$ cat src/rtl/sync_ram_be_clr.sv
// sync_ram_be_clr: single-port RAM with byte enables, registered read and a zero-fill clear engine
module sync_ram_be_clr #(
  parameter int DATA_W = 16,
  parameter int ADDR_W = 4,
  parameter int DEPTH  = 16
) (
  input  logic                clk,
  input  logic                rst_n,
  input  logic                we,
  input  logic                re,
  input  logic [ADDR_W-1:0]   addr,
  input  logic [DATA_W-1:0]   din,
  input  logic [DATA_W/8-1:0] be,
  input  logic                clr_req,
  output logic                busy,
  output logic [DATA_W-1:0]   dout,
  output logic                dout_valid,
  output logic                rd_err
);
  localparam int NB = DATA_W / 8;
  localparam logic [ADDR_W-1:0] LAST = ADDR_W'(DEPTH - 1);
  typedef enum logic {CLEAR, IDLE} state_t;
  state_t state_q, state_d;
  logic [ADDR_W-1:0] ptr_q, ptr_d;
  logic [DATA_W-1:0] dout_q, dout_d;
  logic busy_q, busy_d, dv_q, dv_d, err_q, err_d;
  logic in_rng, wr_en, clr_en;
  logic [DATA_W-1:0] mem [DEPTH];
  assign in_rng = 32'(addr) < DEPTH;
  always_comb begin
    state_d = state_q;
    ptr_d   = ptr_q;
    busy_d  = busy_q;
    dout_d  = dout_q;
    dv_d    = 1'b0;
    err_d   = 1'b0;
    wr_en   = 1'b0;
    clr_en  = 1'b0;
    if (state_q == CLEAR) begin
      clr_en = 1'b1;
      ptr_d  = ptr_q + 1'b1;
      state_d = (ptr_q == LAST) ? IDLE : CLEAR;
      busy_d  = ptr_q != LAST;
    end else if (clr_req) begin
      state_d = CLEAR;
      ptr_d   = '0;
      busy_d  = 1'b1;
    end else begin
      wr_en = we && in_rng;
      // out-of-range reads return zero and are never aliased onto real words
      if (re) begin
        dv_d   = 1'b1;
        err_d  = !in_rng;
        dout_d = in_rng ? mem[addr] : '0;
      end
    end
  end
  always_ff @(posedge clk) begin
    if (!rst_n) begin
      state_q <= CLEAR;
      ptr_q   <= '0;
      busy_q  <= 1'b1;
      dout_q  <= '0;
      dv_q    <= 1'b0;
      err_q   <= 1'b0;
    end else begin
      state_q <= state_d;
      ptr_q   <= ptr_d;
      busy_q  <= busy_d;
      dout_q  <= dout_d;
      dv_q    <= dv_d;
      err_q   <= err_d;
    end
  end
  // the array is left untouched while reset is asserted
  always_ff @(posedge clk) begin
    if (rst_n && clr_en) mem[ptr_q] <= '0;
    else if (rst_n && wr_en)
      for (int i = 0; i < NB; i++)
        if (be[i]) mem[addr][8*i +: 8] <= din[8*i +: 8];
  end
  assign busy       = busy_q;
  assign dout       = dout_q;
  assign dout_valid = dv_q;
  assign rd_err     = err_q;
endmodule
$ cat config.mk
export PLATFORM = sky130hd
export DESIGN_NAME = sync_ram_be_clr
export DESIGN_NICKNAME = d
export VERILOG_FILES = /design/src/rtl/sync_ram_be_clr.sv
export SDC_FILE = /design/constraint.sdc
export NUM_CORES = 1
export LEC_CHECK = 0
export CORE_UTILIZATION = 54
export DETAILED_ROUTE_END_ITERATION = 8
export PLACE_DENSITY = 0.81
export SLEW_MARGIN = 20
export SYNTH_ARGS = -nofsm -noshare
export SYNTH_HDL_FRONTEND = slang
export SYNTH_SLANG_ARGS = --single-unit
export TNS_END_PERCENT = 30
$ cat constraint.sdc
create_clock -name clk -period 2.5 [get_ports clk]
set_input_delay 0.375 -clock clk [delete_from_list [all_inputs] [get_ports clk]]
set_output_delay 0.375 -clock clk [all_outputs]
set_load 0.02 [all_outputs]
==> flow_summary.toml, run 1 <==
[outcome]
outcome = "completed"

[clocking]
clkSinkCount = 279
clk_pin_slew_ps = 60
cts_tree = "built"
hold_buffers = 0
clock_latency_ps = 530
cts_resized = 0
ctsHtreeMaxLevel = 1
clk_path_buf_depth = 3
root_buffer = "clkbuf_16"
post-cts-setup-buffers = 0
numCtsBuffers = 26

[drt]
vias = 6010
dr.pass1.iters = 5
wl_per_cell_um = 24.5
antenna_left = 0
routed_wl_um = 24000
drc = 0
routed_via_density = 6.11
drt-initial-drc-count = 556

[worst_setup_path]
endpoint = "mem[8][5]$_DFFE_PP_"
crit_type = "reg -> reg"
path_cells = "nor2b_2 > o2111a_1 > buf_12 > mux2i_1 > nor3_1 > buf_4"
cp-end-kind = "register"
r2r_cells = 6
cp_slowest_cell = "mux2i_1"
reg2reg_slack_ps = 340
slowest_delay_ps = 580
cp.required_ps = 2780
setup.worst_path.start = "state_q$_SDFF_PN0_"
r2r-start = "state_q$_SDFF_PN0_"
worstSetupStartpointType = "register"
cp_max_fo = 8
cp_data_arrival_time_ps = 2440
r2r-end = "mem[8][5]$_DFFE_PP_"

[power_and_ir_drop]
total_power_mw = 9.63
peakVddDrop_mv = 0.548
cellPowerDensity_mw_per_mm2 = 738
leakage_nw = 4.86

[timing]
slew-limit-headroom_pct = 44.3
drv_slew = 0
fmax_ghz = 0.464
worst_slew_pin_slew_ps = 829
period_minus_slack_ps = 2160
hold_slack_ps = 451
fin_skew_ps = 10.9
rsz0062_at_grt = "no"
finalHoldViolations = 0
min_period_over_period_pct = 86.3
setup_viol = 0

[cells_and_area]
mostFrequentLayoutCells = "edfxtp_1, buf_4, mux2i_1"
areaGrowthSynthToFinish_pct = 18.0
final_common_cell = "edfxtp_1"
final_nets = 726
final_area_mm2 = 0.0130
drive_gt1_share_pct = 22.4
fillers = 1262
antenna_cells = 0

[die]
initial_core_util_pct = 55.9
ios = 46
rows = 51
die_area_mm2 = 0.0211
die_w_um = 145
die-height_um = 145
placeableCoreArea_mm2 = 0.0198

[grt]
overflow = 0
grt_max_degree = 29
grt_pass1_wl_um = 36800
use_met3_pct = 3.62
grt_use_met2_pct = 38.0
grt.met1_usage_pct = 32.4
grt_usage_pct = 23.4
grt_pass1_vias = 6329
busiest_layer = "met2"
antenna_found_initial = 0

[logic_synthesis]
ys_seq_elements = 279
synth_area_per_cell_um2 = 18.6
ys_warn_count = 0
synthCells = 593
synth.distinct_cells = 39
netlist_area_mm2 = 0.0111
syn-num-nets = 621
yosysSeqAreaShare_pct = 73.7

[placed_design]
place_area_mm2 = 0.0122
gp_congestion = 0.805
hpwlAfterDp_um = 15500
io_buffers = 44

[flow_run]
max_cap_viol_count = 0

[hold_path]
hold_class = "reg -> reg"
where the power goes:
part / total, mW / internal [mW] / leakage, nW / switching [mW]
Combinational: 0.431 / 0.195 / 1.42 / 0.236
Clock: 4.12 / 2.46 / 0.441 / 1.66
Sequential: 5.08 / 5.06 / 3.00 / 0.0172
kinds of logic (layout without fill, tap and decap cells):
group                      Yosys count  count (layout)  synth area share [%]
DFF                                279             279                  73.7
and+or+nand+nor                    121             121                  5.60
muxes                              104             104                  15.0
AOI/OAI and AO/OA                   51              51                  3.39
buffers and inverters               36             161                  2.17
adders and majority gates            1               1                 0.113
other                                1               1                0.0339
Yosys cell counts (all sizes together):
| master | n | area [µm²] |
|---|---|---|
| clkbuf | 8 | 30.0 |
| nand3 | 7 | 35.0 |
| o2111a | 1 | 11.3 |
| dfxtp | 23 | 460 |
| o22ai | 1 | 6.26 |
| mux4 | 48 | 1080 |
| inv | 2 | 7.51 |
| nand3b | 2 | 15.0 |
| buf | 26 | 203 |
| and2 | 17 | 106 |
| nor2b | 12 | 77.6 |
| nor3b | 1 | 7.51 |
| nand2b | 11 | 68.8 |
| nor3 | 34 | 170 |
| o211ai | 6 | 45.0 |
| a31oi | 1 | 6.26 |
| mux2 | 2 | 26.3 |
| edfxtp | 256 | 7690 |
| ha | 1 | 12.5 |
| a32oi | 10 | 87.6 |
| o221a | 1 | 11.3 |
| nor2 | 10 | 37.5 |
| a22oi | 10 | 75.1 |
| a21boi | 2 | 15.0 |
| conb | 1 | 3.75 |
| o21ai | 11 | 55.1 |
| o2111ai | 6 | 52.6 |
| a21oi | 2 | 10.0 |
| mux2i | 54 | 548 |
| nand2 | 27 | 101 |
final cells by class:
| type | count | area, µm² | area share, % |
|---|---|---|---|
| inverters | 2 | 7.51 | 0.0576 |
| multi-input cells | 278 | 2670 | 20.5 |
| clock inverters | 12 | 164 | 1.26 |
| well taps | 265 | 332 | 2.54 |
| clock buffers | 36 | 729 | 5.59 |
| repair buffers | 111 | 993 | 7.62 |
| flip-flops and latches | 279 | 8150 | 62.5 |
state kept, by name, summed over array words and instances, names as in the netlist:
register    cells
dout_valid      1
ptr_q           4
state_q         1
mem           256
dout           16
busy            1
metrics by stage:
step | instances | setup slack, ps | utilization [%] | TNS, ps
3_5_place_dp | 935 | -95.4 | 61.4 | -7660
3_3_place_gp | 935 | -28.8 | 61.4 | -902
6_report | 983 | 343 | 65.9 | 0
2_1_floorplan | 593 | 37.9 | - | 0
5_1_grt | 983 | 214 | 65.9 | 0
4_1_cts | 983 | 354 | 65.9 | 0
metal layers:
metal	part of all wire [%]	wire length [µm]
met1	41	9750
met2	49	11900
met3	7.8	1880
met4	2.3	548
met5	0	0
worst max-delay path, delay by kind of cell, from the launching register on:
family / cells / cell delay [ps]
multiplexers: 1 / 580
buffers and inverters: 2 / 390
flip-flops: 1 / 330
AO/OA/AOI/OAI: 1 / 320
AND/OR/NAND/NOR: 2 / 290
how the worst min path moves through the flow:
stage	from	endpoint	slack, ps	cells past startpoint
2_1_floorplan	busy$_SDFFE_PN1P_	busy$_SDFFE_PN1P_	520	2
3_3_place_gp	busy$_SDFFE_PN1P_	busy$_SDFFE_PN1P_	440	2
3_5_place_dp	busy$_SDFFE_PN1P_	busy$_SDFFE_PN1P_	440	2
4_1_cts	busy$_SDFFE_PN1P_	busy$_SDFFE_PN1P_	460	2
5_1_grt	busy$_SDFFE_PN1P_	busy$_SDFFE_PN1P_	480	2
6_report	busy$_SDFFE_PN1P_	busy$_SDFFE_PN1P_	450	2
No activity file was read; power rests on OpenSTA's default activity.
==> inputs of run 2 (changes only) <==
--- a/config.mk
+++ b/config.mk
@@ -5,6 +5,7 @@
 export SDC_FILE = /design/constraint.sdc
 export NUM_CORES = 1
 export LEC_CHECK = 0
+export CORE_ASPECT_RATIO = 2
 export CORE_UTILIZATION = 54
 export DETAILED_ROUTE_END_ITERATION = 8
 export PLACE_DENSITY = 0.81
==> flow_summary.toml, run 2 (synthesis gave the netlist of run 1 again) <==
[cells_and_area]
top_register = "mem"
largest_register_ff_count = 256
fillers = 1340
utilization_pct = 64.3
final_common_cell = "edfxtp_1"
areaGrowthSynthToFinish_pct = 16.2
mostFrequentLayoutCells = "edfxtp_1, buf_4, mux2i_1"
final_nets = 727
antenna_cells = 0
drive_gt1_share_pct = 22.2

[clocking]
clk_path_buf_depth = 3
numCtsBuffers = 22
root_buffer = "clkbuf_16"
hold_buffers = 0
clock_latency_ps = 510
clk_pin_slew_ps = 70
post-cts-setup-buffers = 0
cts_tree = "built"
clkSinkCount = 279
cts_resized = 0
ctsHtreeMaxLevel = 1

[grt]
grt_usage_pct = 25.4
grt_pass1_vias = 6329
overflow = 0
grt_max_degree = 34
grt_pass1_wl_um = 37700
antenna_found_initial = 0

[die]
die-height_um = 204
initial_core_util_pct = 55.3
die_area_mm2 = 0.0211
die_w_um = 103
ios = 46
placeableCoreArea_mm2 = 0.0200
rows = 73

[timing]
slew-limit-headroom_pct = 44.8
min_period_over_period_pct = 88.0
setup_viol = 0
finalHoldViolations = 0
fmax_ghz = 0.454
hold_slack_ps = 422
worst_slew_pin_slew_ps = 805
rsz0062_at_grt = "no"
period_minus_slack_ps = 2200
fin_skew_ps = 10.5
drv_slew = 0

[worst_setup_path]
cp.required_ps = 2770
cp-end-kind = "register"
slowest_delay_ps = 690
worstSetupStartpointType = "register"
r2r-start = "state_q$_SDFF_PN0_"
cp_data_arrival_time_ps = 2470
crit_type = "reg -> reg"
cp_slowest_cell = "mux2i_1"
path_cells = "nor2b_2 > o2111a_1 > buf_12 > mux2i_1 > nor3_1 > buf_4"
cp.buffers_inverters = 2
setup.worst_path.start = "state_q$_SDFF_PN0_"
cpLargestDelayFamily = "multiplexers"
cp_max_fo = 10

[drt]
antenna_left = 0
routed_wl_um = 24600
drc = 0
dr.pass1.iters = 6
routed_via_density = 6.02
drt-initial-drc-count = 529
wl_per_cell_um = 25.2
vias = 5884

[placed_design]
hpwlAfterDp_um = 17500
io_buffers = 44
gp_congestion = 0.829

[power_and_ir_drop]
cellPowerDensity_mw_per_mm2 = 688
leakage_nw = 4.79
peakVddDrop_mv = 0.603

[hold_path]
hold_class = "in -> reg"
worstHoldStart = "addr[3]"

[flow_run]
max_cap_viol_count = 0

[outcome]
outcome = "completed"
## run 2: cell types whose count changed in the layout (fill, tap and decap cells not counted), moves of 2 or more
cell | before | now
clkbuf_16 | 27 | 23
buf_4 | 63 | 70
buf_12 | 5 | 3
clkbuf_1 | 7 | 5
bufinv_16 | 4 | 1
## run 2: worst paths after layout
path | slack [ps] | cells after the start | to
max | 300 | 6 | mem[0][4]$_DFFE_PP_
min | 420 | 4 | dout[3]$_SDFFE_PN0P_
max reg2reg | 300 | 6 | mem[0][4]$_DFFE_PP_
min reg2reg | 460 | 2 | busy$_SDFFE_PN1P_
## run 2: where the power goes
part / switching [mW] / internal, mW
combinational: 0.221 / 0.176
sequential: 0.0200 / 5.06
clock: 1.52 / 1.85
## run 2: worst min-delay path, stage by stage
cell,delay [ps]
buf_2,230
nand2b_1,130
a32oi_1,80
o21ai_0,60
## run 2: final cells by class
cell class | instances | area [µm²] | share of cell area, %
clock buffers | 30 | 622 | 4.84
clock inverters | 10 | 71.3 | 0.555
inverters | 2 | 7.51 | 0.0584
multi-input cells | 278 | 2670 | 20.8
flip-flops and latches | 279 | 8150 | 63.4
well taps | 262 | 328 | 2.55
repair buffers | 116 | 1010 | 7.83
## run 2: layer usage
metal,global-route usage (%),vias up,part of all wire [%]
li1,-,2606,-
met1,27.1,2985,31
met2,48.6,238,59
met3,2.50,55,4.9
met4,11.9,0,4.6
met5,0,-,0
## run 2: metrics by stage
step	area [µm²]	TNS (ps)	total power [mW]	instances	worst slack (ps)
final	12900	0	8.85	977	299
after floorplan	11100	0	5.43	593	37.9
after global routing	12900	0	9.08	977	220
after CTS	12900	0	8.89	977	350
after detailed placement	12200	-16840	5.58	937	-118
after global placement	12200	-16170	5.56	937	-146
